$ cat config.mk
export PLATFORM = sky130hd
export DESIGN_NAME = spi_ram_master
export DESIGN_NICKNAME = d
export VERILOG_FILES = /design/src/rtl/spi_ram_master.sv
export SDC_FILE = /design/constraint.sdc
export NUM_CORES = 1
export LEC_CHECK = 0
export CAP_MARGIN = 20
export CELL_PAD_IN_SITES_DETAIL_PLACEMENT = 0
export CELL_PAD_IN_SITES_GLOBAL_PLACEMENT = 1
export CORE_UTILIZATION = 35
export DETAILED_ROUTE_END_ITERATION = 16
export PLACE_DENSITY = 0.67
export SYNTH_ARGS = -nofsm -noshare
export SYNTH_HDL_FRONTEND = slang
export SYNTH_SLANG_ARGS = --single-unit
$ cat constraint.sdc
create_clock -name clk -period 6.9 [get_ports clk]
set_input_delay 2.07 -clock clk [delete_from_list [all_inputs] [get_ports clk]]
set_output_delay 2.07 -clock clk [all_outputs]
set_load 0.02 [all_outputs]
$ cat src/rtl/spi_ram_master.sv
`timescale 1ns/1ps
`default_nettype none
// ============================================================================
//  Module   : spi_ram_master
//  Purpose  : Host-side SPI initiator for the SPI slave + RAM block. Turns a
//             single write/read command into two 11-bit frames, where the
//             frame MSB is the rw flag and the low 10 bits are the RAM command
//             word. A write sends {0,00,addr} then {0,01,wdata}. A read sends
//             {1,10,addr} then {1,11,00}, waits RD_WAIT SCLK periods and
//             clocks in 8 MISO bits. SPI mode 0, MSB first.
//  Ports    : clk, rst (async, active high)
//             cmd_valid/cmd_ready/cmd_rw/cmd_addr/cmd_wdata : command handshake
//             rsp_valid/rsp_rdata : one-cycle completion strobe + read byte
//             busy                : high from acceptance until back in IDLE
//             sclk/ss_n/mosi/miso : SPI pins
//  Revision : 1.0 - initial release
// ============================================================================
module spi_ram_master #(
  parameter int CLK_DIV = 4,  // clk cycles per SCLK period (even, >= 2)
  parameter int RD_WAIT = 1   // idle SCLK periods before read data
) (
  input  logic       clk,
  input  logic       rst,
  input  logic       cmd_valid,
  output logic       cmd_ready,
  input  logic       cmd_rw,
  input  logic [7:0] cmd_addr,
  input  logic [7:0] cmd_wdata,
  output logic       rsp_valid,
  output logic [7:0] rsp_rdata,
  output logic       busy,
  output logic       sclk,
  output logic       ss_n,
  output logic       mosi,
  input  logic       miso
);

  localparam int HALF = CLK_DIV / 2;
  localparam int CW   = $clog2(CLK_DIV + 1);
  localparam int PW   = 16;

  localparam logic [CW-1:0] c_half_last = CW'(HALF - 1);
  localparam logic [CW-1:0] c_gap_last  = CW'(CLK_DIV - 1);
  localparam logic [CW-1:0] c_cnt_one   = CW'(1);
  localparam logic [PW-1:0] c_per_one   = PW'(1);
  localparam logic [PW-1:0] c_cmd_last  = PW'(10);
  localparam logic [PW-1:0] c_wait_last = PW'(RD_WAIT - 1);
  localparam logic [PW-1:0] c_rx_last   = PW'(7);

  typedef enum logic [2:0] {
    S_IDLE    = 3'd0,
    S_FRAME_A = 3'd1,
    S_GAP_A   = 3'd2,
    S_FRAME_B = 3'd3,
    S_RD_WAIT = 3'd4,
    S_RX8     = 3'd5,
    S_GAP_END = 3'd6
  } state_t;

  state_t          r_state, w_state_nx;
  logic [CW-1:0]   r_hcnt, w_hcnt_nx;     // half-period counter / gap counter
  logic [PW-1:0]   r_pcnt, w_pcnt_nx;     // SCLK periods finished in this phase
  logic [10:0]     r_tx, w_tx_nx;         // outgoing frame, bit 10 is on mosi
  logic [7:0]      r_rx, w_rx_nx;         // incoming read byte
  logic            r_rw, w_rw_nx;
  logic [7:0]      r_wdata, w_wdata_nx;
  logic            w_sclk_nx, w_ss_n_nx, w_mosi_nx, w_rsp_valid_nx;
  logic [7:0]      w_rdata_nx;
  logic            w_half_end;

  assign cmd_ready  = (r_state == S_IDLE);
  assign busy       = (r_state != S_IDLE);
  assign w_half_end = (r_hcnt == c_half_last);

  always_ff @(posedge clk or posedge rst) begin
    if (rst) begin
      r_state   <= S_IDLE;
      r_hcnt    <= '0;
      r_pcnt    <= '0;
      r_tx      <= '0;
      r_rx      <= '0;
      r_rw      <= 1'b0;
      r_wdata   <= '0;
      sclk      <= 1'b0;
      ss_n      <= 1'b1;
      mosi      <= 1'b0;
      rsp_valid <= 1'b0;
      rsp_rdata <= '0;
    end else begin
      r_state   <= w_state_nx;
      r_hcnt    <= w_hcnt_nx;
      r_pcnt    <= w_pcnt_nx;
      r_tx      <= w_tx_nx;
      r_rx      <= w_rx_nx;
      r_rw      <= w_rw_nx;
      r_wdata   <= w_wdata_nx;
      sclk      <= w_sclk_nx;
      ss_n      <= w_ss_n_nx;
      mosi      <= w_mosi_nx;
      rsp_valid <= w_rsp_valid_nx;
      rsp_rdata <= w_rdata_nx;
    end
  end

  always_comb begin
    w_state_nx     = r_state;
    w_hcnt_nx      = r_hcnt;
    w_pcnt_nx      = r_pcnt;
    w_tx_nx        = r_tx;
    w_rx_nx        = r_rx;
    w_rw_nx        = r_rw;
    w_wdata_nx     = r_wdata;
    w_sclk_nx      = sclk;
    w_ss_n_nx      = ss_n;
    w_mosi_nx      = mosi;
    w_rsp_valid_nx = 1'b0;
    w_rdata_nx     = rsp_rdata;

    case (r_state)
      S_IDLE: begin
        // cmd_ready is high in IDLE, so cmd_valid alone is the handshake
        if (cmd_valid) begin
          w_rw_nx    = cmd_rw;
          w_wdata_nx = cmd_wdata;
          // Frame A: write {0,00,addr}, read {1,10,addr}
          w_tx_nx    = {cmd_rw, cmd_rw, 1'b0, cmd_addr};
          w_mosi_nx  = cmd_rw;
          w_ss_n_nx  = 1'b0;
          w_hcnt_nx  = '0;
          w_pcnt_nx  = '0;
          w_state_nx = S_FRAME_A;
        end
      end

      S_FRAME_A, S_FRAME_B, S_RD_WAIT, S_RX8: begin
        if (!w_half_end) begin
          w_hcnt_nx = r_hcnt + c_cnt_one;
        end else begin
          w_hcnt_nx = '0;
          if (!sclk) begin
            // rising edge: the only place MISO is sampled
            w_sclk_nx = 1'b1;
            if (r_state == S_RX8) begin
              w_rx_nx = {r_rx[6:0], miso};
            end
          end else begin
            // falling edge: ends one SCLK period, advances MOSI
            w_sclk_nx = 1'b0;
            w_pcnt_nx = r_pcnt + c_per_one;
            w_tx_nx   = {r_tx[9:0], 1'b0};
            w_mosi_nx = r_tx[9];
            case (r_state)
              S_FRAME_A: begin
                if (r_pcnt == c_cmd_last) begin
                  w_ss_n_nx  = 1'b1;
                  w_mosi_nx  = 1'b0;
                  w_state_nx = S_GAP_A;
                end
              end
              S_FRAME_B: begin
                if (r_pcnt == c_cmd_last) begin
                  w_pcnt_nx = '0;
                  if (!r_rw) begin
                    w_ss_n_nx      = 1'b1;
                    w_mosi_nx      = 1'b0;
                    w_rsp_valid_nx = 1'b1;
                    w_state_nx     = S_GAP_END;
                  end else if (RD_WAIT > 0) begin
                    w_state_nx = S_RD_WAIT;
                  end else begin
                    w_state_nx = S_RX8;
                  end
                end
              end
              S_RD_WAIT: begin
                if (r_pcnt == c_wait_last) begin
                  w_pcnt_nx  = '0;
                  w_state_nx = S_RX8;
                end
              end
              S_RX8: begin
                if (r_pcnt == c_rx_last) begin
                  w_ss_n_nx      = 1'b1;
                  w_mosi_nx      = 1'b0;
                  w_rsp_valid_nx = 1'b1;
                  w_rdata_nx     = r_rx;
                  w_state_nx     = S_GAP_END;
                end
              end
              default: ;
            endcase
          end
        end
      end

      S_GAP_A: begin
        if (r_hcnt == c_gap_last) begin
          // Frame B: write {0,01,wdata}, read {1,11,00}
          w_tx_nx    = {r_rw, r_rw, 1'b1, (r_rw ? 8'h00 : r_wdata)};
          w_mosi_nx  = r_rw;
          w_ss_n_nx  = 1'b0;
          w_hcnt_nx  = '0;
          w_pcnt_nx  = '0;
          w_state_nx = S_FRAME_B;
        end else begin
          w_hcnt_nx = r_hcnt + c_cnt_one;
        end
      end

      S_GAP_END: begin
        if (r_hcnt == c_gap_last) begin
          w_hcnt_nx  = '0;
          w_state_nx = S_IDLE;
        end else begin
          w_hcnt_nx = r_hcnt + c_cnt_one;
        end
      end

      default: w_state_nx = S_IDLE;
    endcase
  end

endmodule
`default_nettype wire
==> results.json, run 1 <==
{
  "status": "finished clean",
  "yosysSeqAreaShare_pct": 48.1,
  "p_int_mw": 0.536,
  "p_leak_nw": 1.60,
  "seqPwrFrac_pct": 51.4,
  "grt_pass1_vias": 2341,
  "via_per_inst": 5.55,
  "start_util_pct": 36.2,
  "grt_util_met1_pct": 21.3,
  "vdd_ir_drop_max_mv": 0.167,
  "power_per_cell_area_mw_per_mm2": 183,
  "syn_area_sq_mm": 0.00318,
  "critPathLaunchType": "register",
  "cts-root-buf": "clkbuf_8",
  "synth_top_cell_area_share_pct": 47.3,
  "layout_common_cells": "dfrtp_1, clkdlybuf4s50_1, nand2_1",
  "ys_types": 53,
  "synth_edf_count": 0,
  "drive_above_1_share_pct": 17.1,
  "synth.largest_area_cell": "dfrtp_1",
  "max_stage_delay_ps": 600,
  "sw_frac_of_total_pct": 22.9,
  "syn_area_per_cell_sq_um": 10.8,
  "insertion_delay_ps": 340,
  "clk_pin_slew_ps": 80,
  "syn_inst": 294,
  "max_freq_mhz": 241,
  "post-route-period-util_pct": 60.2,
  "post-route-util_pct": 43.4,
  "setup_viol": 0,
  "grt_antenna_before_repair": 0,
  "path_max_fanout": 16,
  "required_ps": 4830,
  "postCtsSetupRepairBufs": 0,
  "drcViolationCount": 0,
  "first_pass_iters": 5,
  "power.share.clock_pct": 45.7,
  "cts_tree": "yes",
  "hp-class": "register to register",
  "cts_made_buffers": 9,
  "overflow": 0,
  "async_flop_share_pct": 100,
  "yosys_warnings": 0,
  "cts_buffer_depth": 2,
  "fin_crit_ps": 4160,
  "dr.first_iter.drc_count": 108,
  "synth_nets": 322,
  "boundaryPins": 35,
  "fp.dieW_um": 97.3,
  "gr-usage-met3_pct": 3.88,
  "pwr-share-comb_pct": 2.9,
  "busiest_layer": "met2",
  "grt_max_degree": 62,
  "die_h_um": 97.3,
  "p_sw_mw": 0.160,
  "die_area_sq_mm": 0.00946,
  "slew_headroom_pct": 34.7,
  "coreArea_sq_mm": 0.00876,
  "n_antenna_cell": 0,
  "cts_resized": 0,
  "drt-total-wl_mm": 6.90,
  "crit_type": "register to output pin",
  "ant_nets": 0,
  "critPathArrivalTime_ps": 2090,
  "synth_ff_type": "dfrtp_1",
  "yosys_register_bits": 61,
  "drv_slew": 0,
  "layout_commonest_cell": "dfrtp_1",
  "route.detailed.wl_per_inst_um": 15.6,
  "port_buffers": 34,
  "grt_pass1_wl_mm": 11.9,
  "dp_hpwl_mm": 4.64,
  "finalHoldViolations": 0,
  "slowest_stage": "clkdlybuf4s50_1",
  "track_usage_pct": 15.7,
  "fp-row-count": 34,
  "clkSinkCount": 61,
  "rsz0062_at_grt": "false",
  "skew_ps": 18.3,
  "worstMarginPinSlew_ps": 976,
  "area_growth_pct": 19.7,
  "htree_levels": 3,
  "synth_area_leaders": "dfrtp_1, mux2_2, mux2_4",
  "crit_chain": "or3_1 -> inv_1 -> clkdlybuf4s50_1",
  "max_cap_viol_count": 0,
  "tns_ps": 0,
  "place.gp.congestion": 0.737,
  "vias": 2448,
  "cp-end-kind": "output pin",
  "grtUsageMet2_pct": 24.5,
  "cts_hold_buf": 0,
  "fin_nets": 356
}
Yosys cell counts, types with 9 or more instances:
| cell | instances |
|---|---|
| mux2_2 | 20 |
| nor3_1 | 13 |
| nor2_1 | 13 |
| inv_1 | 14 |
| dfrtp_1 | 60 |
| a22o_1 | 10 |
| nand2_1 | 24 |
| nand3_1 | 9 |
| o21ai_0 | 17 |
| a21oi_1 | 9 |
metal layers:
metal | vias up | share of wire [%]
li1 | 1179 | -
met1 | 1215 | 49
met2 | 50 | 47
met3 | 4 | 3.5
met4 | 0 | 0.64
met5 | - | 0
path summary, 6_finish.rpt:
check,startpoint,to,slack [ps],cells past startpoint
worst max-delay path,r_state[0]$_DFFE_PP0P_,cmd_ready,2740,3
worst max register to register,r_state[0]$_DFFE_PP0P_,rsp_rdata[2]$_DFFE_PP0P_,3970,5
worst min register to register,r_tx[2]$_DFFE_PP0P_,r_tx[2]$_DFFE_PP0P_,490,2
worst min-delay path,r_tx[2]$_DFFE_PP0P_,r_tx[2]$_DFFE_PP0P_,490,2
max in group asynchronous,rst,r_pcnt[2]$_DFFE_PP0P_,4090,3
min in group asynchronous,rst,r_wdata[3]$_DFFE_PP0P_,2270,3
critical path: cells and delay by family, from the launching register on:
| kind | cells | cell delay (ps) |
|---|---|---|
| buf+inv | 2 | 690 |
| flops | 1 | 570 |
| simple gates | 1 | 500 |
kinds of logic after synthesis:
| group | share of synthesized area [%] |
|---|---|
| fa+ha+maj | 2.76 |
| xor+xnor | 0.276 |
| flops | 48.1 |
| compound gates | 16.1 |
| mux | 11.2 |
| buf+inv | 3.74 |
| simple gates | 17.8 |
layout make-up:
| class | count | area [sq um] |
|---|---|---|
| Clock buffer | 9 | 124 |
| Clock inverter | 7 | 73.8 |
| Fill cell | 862 | 4960 |
| Inverter | 14 | 52.6 |
| Multi-Input combinational cell | 205 | 1530 |
| Sequential cell | 61 | 1530 |
| Tap cell | 108 | 135 |
| Timing Repair Buffer | 37 | 360 |
flip-flops by register name, summed over array words and instances, names as in the netlist:
register / flops
r_pcnt: 16
sclk: 1
r_wdata: 8
r_tx: 10
rsp_rdata: 8
r_state: 3
r_rw: 1
r_rx: 8
ss_n: 1
mosi: 1
rsp_valid: 1
r_hcnt: 3
power groups by stage:
stage	Combinational (mW)	Sequential, mW	Clock (mW)
after floorplan	0.00634	0.365	0
after global placement	0.0211	0.365	0
after detailed placement	0.0212	0.365	0
after CTS	0.0213	0.358	0.329
after global routing	0.0229	0.358	0.346
final	0.0203	0.358	0.318
metrics by stage:
step / hold slack (ps) / instances / setup WS (ps) / total power [mW] / instance area (sq um)
floorplan: 449 / 294 / 3320 / 0.371 / 3180
global placement: 463 / 424 / 2610 / 0.386 / 3600
detailed placement: 469 / 424 / 2570 / 0.386 / 3600
CTS: 487 / 440 / 2720 / 0.708 / 3800
global route: 504 / 441 / 2630 / 0.727 / 3800
finish: 487 / 441 / 2740 / 0.696 / 3800
No activity file was read; power rests on OpenSTA's default activity.
==> run 2, diff against run 1 <==
--- a/config.mk
+++ b/config.mk
@@ -10,7 +10,7 @@
 export CELL_PAD_IN_SITES_GLOBAL_PLACEMENT = 1
 export CORE_UTILIZATION = 35
 export DETAILED_ROUTE_END_ITERATION = 16
-export PLACE_DENSITY = 0.67
+export PLACE_DENSITY = 0.69
 export SYNTH_ARGS = -nofsm -noshare
 export SYNTH_HDL_FRONTEND = slang
 export SYNTH_SLANG_ARGS = --single-unit
==> constraint.sdc (replaced) <==
create_clock -name clk -period 3.5 [get_ports clk]
set_input_delay 1.05 -clock clk [delete_from_list [all_inputs] [get_ports clk]]
set_output_delay 1.05 -clock clk [all_outputs]
set_load 0.02 [all_outputs]
==> run 2 against run 1 <==
  * Clock power is 120% higher
  * Via count barely moved
  * Non-clock buffer count is 5 higher
  * Combinational power is 100% higher
  * Sequential power rose by 97%
  * Routed wire length rose by 0.19%
  * Clock skew fell by 6.3 ps
  * Flip-flop and latch count unchanged
  * Final area rose by 1.5%
  * Critical path type unchanged
  * Largest power group unchanged
==> results.json, run 2 (synthesis gave the netlist of run 1 again) <==
{
  "status": "finished clean",
  "worstMarginPinSlew_ps": 920,
  "largest_register_ffs": 16,
  "hp-class": "register to register",
  "dp.cells": 430,
  "regMostFlops": "r_pcnt",
  "cts_resized": 0,
  "post_dp_cell_area_sq_mm": 0.00364,
  "power_per_cell_area_mw_per_mm2": 373,
  "n_antenna_cell": 0,
  "slew_headroom_pct": 38.2,
  "min_from": "r_tx[5]$_DFFE_PP0P_",
  "layout_common_cells": "dfrtp_1, clkdlybuf4s50_1, nand2_1",
  "via_per_inst": 5.49,
  "clk_pin_slew_ps": 80,
  "cts_hold_buf": 0,
  "rsz0062_at_grt": "false",
  "slowest_stage": "clkdlybuf4s50_1",
  "cp-end-kind": "output pin",
  "cts_buffer_depth": 2,
  "vias": 2450,
  "reg2reg_from": "r_hcnt[1]$_DFFE_PP0P_",
  "coreArea_sq_mm": 0.00876,
  "track_usage_pct": 15.8,
  "postCtsSetupRepairBufs": 0,
  "drt-total-wl_mm": 6.91,
  "crit_buf_inv": 2,
  "critPathLaunchType": "register",
  "htree_levels": 3,
  "worst_slack_ps": 383,
  "timing.rr.end": "r_pcnt[8]$_DFFE_PP0P_",
  "post-route-period-util_pct": 89.0,
  "die_h_um": 97.3,
  "fp-row-count": 34,
  "max_cap_viol_count": 0,
  "area_growth_pct": 21.6,
  "critPathArrivalTime_ps": 2070,
  "max_freq_mhz": 321,
  "clkSinkCount": 61,
  "power.total_mw": 1.44,
  "setup_viol": 0,
  "crit_family": "buffers and inverters",
  "tns_ps": 0,
  "grt_pass1_vias": 2343,
  "route.detailed.wl_per_inst_um": 15.5,
  "crit_chain": "or3_1 -> inv_1 -> clkdlybuf4s50_1",
  "fin_cells": 446,
  "holdWs_ps": 491,
  "hold_depth": 2,
  "layout_commonest_cell": "dfrtp_1",
  "cts_tree": "yes",
  "cts_made_buffers": 9,
  "die_area_sq_mm": 0.00946,
  "dr.first_iter.drc_count": 170,
  "fp.dieW_um": 97.3,
  "first_pass_iters": 7,
  "max_stage_delay_ps": 600,
  "skew_ps": 12.0,
  "port_buffers": 34,
  "path_max_fanout": 14,
  "drcViolationCount": 0,
  "place.gp.congestion": 0.806,
  "dp_hpwl_mm": 4.77,
  "fin_crit_ps": 3120,
  "hold-path-endpoint": "r_tx[5]$_DFFE_PP0P_",
  "overflow": 0,
  "final_area_sq_mm": 0.00386,
  "place_ws_ps": 623,
  "reg2regPathDepth": 7,
  "required_ps": 2450,
  "p_leak_nw": 1.63,
  "fin_nets": 361,
  "finalHoldViolations": 0,
  "ant_nets": 0,
  "cts-root-buf": "clkbuf_8",
  "vdd_ir_drop_max_mv": 0.144,
  "largestRegisters": "r_pcnt x16, r_tx x10",
  "grt_max_degree": 34,
  "post-route-util_pct": 44.0,
  "drive_above_1_share_pct": 18.0,
  "reg2reg_slack_ps": 1230,
  "grt_antenna_before_repair": 0,
  "insertion_delay_ps": 350,
  "start_util_pct": 36.2,
  "grt_pass1_wl_mm": 11.8,
  "drv_slew": 0,
  "crit_type": "register to output pin",
  "boundaryPins": 35
}
-- run 2: worst max-delay path by stage --
stage,endpoint,start,slack (ps),depth (start not counted)
floorplan,mosi$_DFFE_PP0P_,rst,940,1
global placement,r_pcnt[13]$_DFFE_PP0P_,cmd_valid,640,6
detailed placement,r_tx[0]$_DFFE_PP0P_,cmd_valid,620,7
CTS,cmd_ready,r_state[1]$_DFFE_PP0P_,390,3
global route,cmd_ready,r_state[1]$_DFFE_PP0P_,320,3
finish,cmd_ready,r_state[1]$_DFFE_PP0P_,380,3
-- run 2: layout make-up --
class,count,area (sq um)
Inverter,14,52.6
Multi-Input combinational cell,205,1530
Clock buffer,10,128
Tap cell,108,135
Clock inverter,6,87.6
Timing Repair Buffer,42,400
Fill cell,859,4900
Sequential cell,61,1530
-- run 2: power by group --
part	internal [mW]	switching (mW)	total (mW)
Clock	0.401	0.290	0.691
Sequential	0.705	0.000389	0.706
Combinational	0.0225	0.0190	0.0415
-- run 2: layer usage --
layer	global-route usage [%]	share of wire, %
met1	21.9	48
met2	23.3	46
met3	3.24	3.2
met4	7.92	2.6
met5	0	0
-- run 2: worst min-delay path: stages, from the launching register on --
cell and delay [ps]:
dfrtp_1 350, nand2_1 50, o21ai_0 60
==> run 3, diff against run 2 <==
--- a/config.mk
+++ b/config.mk
@@ -11,6 +11,7 @@
 export CORE_UTILIZATION = 35
 export DETAILED_ROUTE_END_ITERATION = 16
 export PLACE_DENSITY = 0.69
+export SKIP_LAST_GASP = 1
 export SYNTH_ARGS = -nofsm -noshare
 export SYNTH_HDL_FRONTEND = slang
 export SYNTH_SLANG_ARGS = --single-unit
==> results of run 3 <==
The final DEF is identical to that of run 2; final timing and power are the same.
==> variant 1: new RTL, config.mk and constraints of run 2 <==
`PW`: 16 -> 32.
--- a/src/rtl/spi_ram_master.sv
+++ b/src/rtl/spi_ram_master.sv
@@ -37,7 +37,7 @@
 
   localparam int HALF = CLK_DIV / 2;
   localparam int CW   = $clog2(CLK_DIV + 1);
-  localparam int PW   = 16;
+  localparam int PW   = 32;
 
   localparam logic [CW-1:0] c_half_last = CW'(HALF - 1);
   localparam logic [CW-1:0] c_gap_last  = CW'(CLK_DIV - 1);
Formal check against the unedited RTL: same outputs for any inputs over 10 cycles, from zero or initial values and one cycle with rst high; that may be too few to reach the edited logic, so the function may still have changed.
==> variant 1 against run 2 <==
  * Critical path type unchanged
  * Synthesized cell count up 62%
  * Area after synthesis up 40%
  * Wire length is 66% higher
  * Sequential cell count rose by 16
  * Setup slack improved by 0.13 ns
  * Total power grew 37%
  * Final area grew 38%
  * Sequential power rose by 26%
==> variant 1: results (changes against run 2) <==
Top Registers r_pcnt x32, r_tx x10; placed cells 664 (+54%); most instantiated cells after synthesis dfrtp_1, nand2_1, a21oi_1; clk_skew 0.00739 ns (-0.00456 ns); GP Congestion 0.786 (-2.5%); clock-pin slew on the worst setup and hold paths 0.06 ns (-0.02 ns); fraction of area in registers 36.2% (-3.4 points); DRT Pass-1 Iters 4 (-3); hold path start r_tx[8]; ranking of synthesized cells by area dfrtp_1, mux2_2, nand2_1, a21oi_1, mux2i_1; clk_buf instances 9 (-1); Multi-input gate area 2340 µm² (+53%); routed length per instance 16.9 µm (+8.9%); Area after DPL 5000 µm² (+37%); CTS root buf clkbuf_16; Seq cells 77 (+26%); Buffers on Ports 34 (unchanged); Yosys Warn Count 0 (unchanged); Post-Syn Nets 503 (+56%); final core occ 43.6% (-0.43 points); DRT iter0 DRCs 167 (-1.8%); worst-margin pin slew 0.922 ns (+0.00195 ns); outcome finished, final reports clean; via/cell ratio 5.64 (+2.7%); comb_multi_in 354 (+73%); leakage 2.24 nW (+37%); sequential fraction of the synthesis area 43.4% (-4.7 points); clock network area share 6.08% (+0.51 points); total global-route track usage 19.3% (+3.6 points); CP arrival 1.94 ns (-0.13 ns); non-filler cells, final 680 (+52%); share of cells above drive strength 1 14.3% (-3.8 points); Die X 115 µm (+18%); Final Net Count 535 (+48%); count of cell types in the netlist 54 (+1.9%); largest net degree at the start of global routing 48 (+41%); Power Internal 1.54 mW (+37%); dpl hpwl 7940 µm (+67%); WHS Endpoint r_tx[8]; Critical R2R Capture r_pcnt[25]; Non-CTS buffers 49 (+17%); Critical Path Max Stage Delay 0.60 ns (about the same); fill cell count 1244 (+45%); FF-to-FF path depth 6 (-1); RR Startpoint r_state[0]; VDD IR-drop max 233 µV (+62%); Data buffer area share 8.74% (-1.6 points); r2r setup slk 0.76 ns (-0.47 ns); number of logic inverters in the finished layout 16 (+2); first-pass GRT wire length 19600 µm (+66%); Hold WS 0.488 ns (-0.00277 ns); H-tree depth 3 (unchanged); Syn Area/Cell 9.36 µm² (-13%); post-synthesis async set-or-reset flop share 100% (unchanged); postcts setup bufs 0 (unchanged); dpl ws 0.179 ns (-0.444 ns)
==> variant 1: cell types whose count changed in the layout (fill, tap and decap cells not counted), moves of 11 or more <==
cell	change
nand2_1	+24
nor3_1	+12
mux2i_1	+13
o21ai_0	+11
a21oi_1	+24
dfrtp_1	+16
==> variant 1: worst max path at each step <==
stage                from    endpoint  slack [ns]
2_1_floorplan         rst        mosi        0.48
3_3_place_gp    cmd_valid  r_pcnt[31]        0.22
3_5_place_dp    cmd_valid  r_pcnt[27]        0.18
4_1_cts        r_state[0]   cmd_ready        0.48
5_1_grt        r_state[0]   cmd_ready        0.41
6_report       r_state[0]   cmd_ready        0.51
==> variant 1: power by group through the flow <==
stage               sequential [mW]  combinational [mW]  clock [mW]
finish                        0.891              0.0489        1.03
floorplan                     0.907              0.0166           0
global route                  0.890              0.0554        1.09
global placement              0.907              0.0503           0
CTS                           0.891              0.0509        1.06
detailed placement            0.907              0.0507           0
==> variant 1: metal layers <==
metal / vias to the layer above / share of wire [%] / GRT usage (%)
li1: 1880 / - / -
met1: 1874 / 48 / 26.0
met2: 64 / 47 / 30.8
met3: 17 / 3.0 / 3.18
met4: 0 / 2.0 / 8.40
met5: - / 0 / 0
==> variant 1: tightest hold or removal path, delay by kind of cell, from the launching register on <==
kind            cells  cell delay (ns)
simple gates        1             0.05
compound gates      1             0.06
flops               1             0.34
==> variant 1: cell families (layout without fill, tap and decap cells) <==
| kind of cell | Yosys count | after routing | synth area share (%) |
|---|---|---|---|
| fa+ha+maj | 7 | 7 | 1.97 |
| buf+inv | 44 | 81 | 4.11 |
| compound gates | 128 | 128 | 19.0 |
| simple gates | 176 | 176 | 21.1 |
| mux | 42 | 42 | 10.2 |
| flops | 77 | 77 | 43.4 |
| xor+xnor | 1 | 1 | 0.197 |
==> variant 2: new RTL, flow settings as in run 2 <==
Without the edit above. Take the reset off `r_tx` and load it in a clocked block of its own.
--- a/src/rtl/spi_ram_master.sv
+++ b/src/rtl/spi_ram_master.sv
@@ -77,7 +77,6 @@
       r_state   <= S_IDLE;
       r_hcnt    <= '0;
       r_pcnt    <= '0;
-      r_tx      <= '0;
       r_rx      <= '0;
       r_rw      <= 1'b0;
       r_wdata   <= '0;
@@ -90,7 +89,6 @@
       r_state   <= w_state_nx;
       r_hcnt    <= w_hcnt_nx;
       r_pcnt    <= w_pcnt_nx;
-      r_tx      <= w_tx_nx;
       r_rx      <= w_rx_nx;
       r_rw      <= w_rw_nx;
       r_wdata   <= w_wdata_nx;
@@ -100,6 +98,10 @@
       rsp_valid <= w_rsp_valid_nx;
       rsp_rdata <= w_rdata_nx;
     end
+  end
+
+  always_ff @(posedge clk) begin
+    r_tx <= w_tx_nx;
   end
 
   always_comb begin
Behaviour: same outputs for any inputs over 10 cycles, from zero or initial values and one cycle with rst high; that may be too few to reach the edited logic, so the function may still have changed.
==> variant 2 against run 2 <==
  * The flow now finishes with violations (DRC)
  * Count of clock-buffer cells in the layout rose by 2
  * Global-route usage fell by 0.39 points
  * Area after synthesis rose by 0.95%
  * Wire length fell by 2.5%
  * Via count fell by 4.4%
  * Sequential cell count did not move
  * Cell count fell by 2.5%
  * Setup slack improved by 0.22 ns
  * Synthesized cell count fell by 3.7%
  * Final area rose by 0.97%
  * Critical endpoint unchanged
  * Highest routed layer unchanged
Power is not compared: it rests on default switching activity, and its combinational part moved more than twofold at a synthesized area within 25%.
==> variant 2: results (changes against run 2) <==
share of cells above drive strength 1 23.2% (+5.2 points); dpl ws 0.445 ns (-0.178 ns); total CTS buffers 9 (unchanged); routed length per instance 15.5 µm (about the same); WHS Endpoint rsp_rdata[5]; r2r setup slk 0.92 ns (-0.31 ns); clk_skew 0.00955 ns (-0.00241 ns); Worst slew margin 35.3% (-2.9 points); Final Net Count 350 (-3.0%); Top Registers r_pcnt x16, r_tx x10; failing checks DRC; total global-route track usage 15.4% (-0.39 points); deepest clock path buffer count 2 (unchanged); number of global-route vias before repair 2354 (+0.47%); DRC viols 6 (+6); VDD IR-drop max 411 µV; Buffers on Ports 34 (unchanged); RR Startpoint r_pcnt[12]; CTS root buf clkbuf_8; hold path start rsp_rdata[5]; count of cell types in the netlist 62 (+17%); CP arrival 1.85 ns (-0.22 ns); clock latency on the worst-skew pair 0.33 ns (-0.02 ns); dpl hpwl 4530 µm (-4.9%); CP Max Fanout 15 (+1); FF-to-FF path depth 6 (-1); ranking of synthesized cells by area dfrtp_1, mux2_2, edfxtp_1, a22o_1, nand2_1; Routed Antenna Nets 0 (unchanged); Vias 2341 (-4.4%); post-synthesis async set-or-reset flop share 83.6% (-16 points); EDFF count, synth 10 (+10); GP Congestion 0.748 (-7.2%); first-pass GRT wire length 11600 µm (-1.9%); sequential fraction of the synthesis area 49.2% (+1.1 points); largest net degree at the start of global routing 52 (+53%); Post-Syn Nets 311 (-3.4%); Yosys Warn Count 0 (unchanged); outcome finished with violations; hold depth 1 (-1); most instantiated cells after synthesis dfrtp_1, mux2_2, nand2_1; # diodes 0 (unchanged); DRT Pass-1 Iters 11 (+4); DRT iter0 DRCs 99 (-42%); Critical R2R Capture r_pcnt[5]
variant 2: cells by family (layout without fill, tap and decap cells):
group                    Yosys count  in the layout  share of synthesized area [%]
AND/OR/NAND/NOR                   98             98                           18.5
multiplexers                      28             28                           9.80
buffers and inverters             24             68                           3.86
AO/OA/AOI/OAI                     64             64                           15.7
XOR/XNOR                           1              1                          0.273
flip-flops                        61             61                           49.2
adder cells (fa/ha/maj)            7              7                           2.73
variant 2: metrics by stage:
step           utilization, %  power, mW  hold WS [ns]  cells  cell area, µm²
3_5_place_dp             41.4       2.41         0.496    419            3650
5_1_grt                  44.3       3.40         0.527    435            3900
4_1_cts                  44.3       3.21         0.509    435            3900
2_1_floorplan               -       2.08         0.475    283            3210
3_3_place_gp             41.4       2.39         0.483    419            3650
6_report                 44.3       3.17         0.507    435            3900
variant 2: layout make-up:
class	count	area [µm²]
fill	831	4910
sequential	61	1580
multi-input combinational	198	1500
timing repair buffer	40	385
clock buffer	12	155
tap	108	135
clock inverter	4	95.1
inverter	12	45.0
variant 2: where the power goes:
group / switching [mW] / internal, mW
registers: 0.134 / 0.970
logic: 0.741 / 0.534
clock network: 0.275 / 0.512
total: 1.15 / 2.02
variant 2: how the worst max path moves through the flow:
stage / from / to / slack [ns] / cells after the start
after floorplan: cmd_valid / r_pcnt[2] / 1.17 / 7
after global placement: cmd_valid / r_tx[3] / 0.46 / 6
after detailed placement: cmd_valid / r_tx[2] / 0.44 / 6
after CTS: r_state[2] / cmd_ready / 0.59 / 4
after global routing: r_state[1] / cmd_ready / 0.47 / 4
final: r_state[1] / cmd_ready / 0.60 / 4
variant 2: worst max-delay path, stage by stage (launching register included):
cell	delay [ns]
dfrtp_1	0.54
inv_1	0.17
nand2_1	0.09
inv_1	0.11
clkdlybuf4s50_1	0.61
variant 2: metal layers:
metal	global-route usage, %	share of wire (%)	vias to the layer above
li1	-	-	1122
met1	20.3	49	1177
met2	24.7	47	37
met3	3.74	2.9	5
met4	5.24	1.1	0
met5	0	0	-
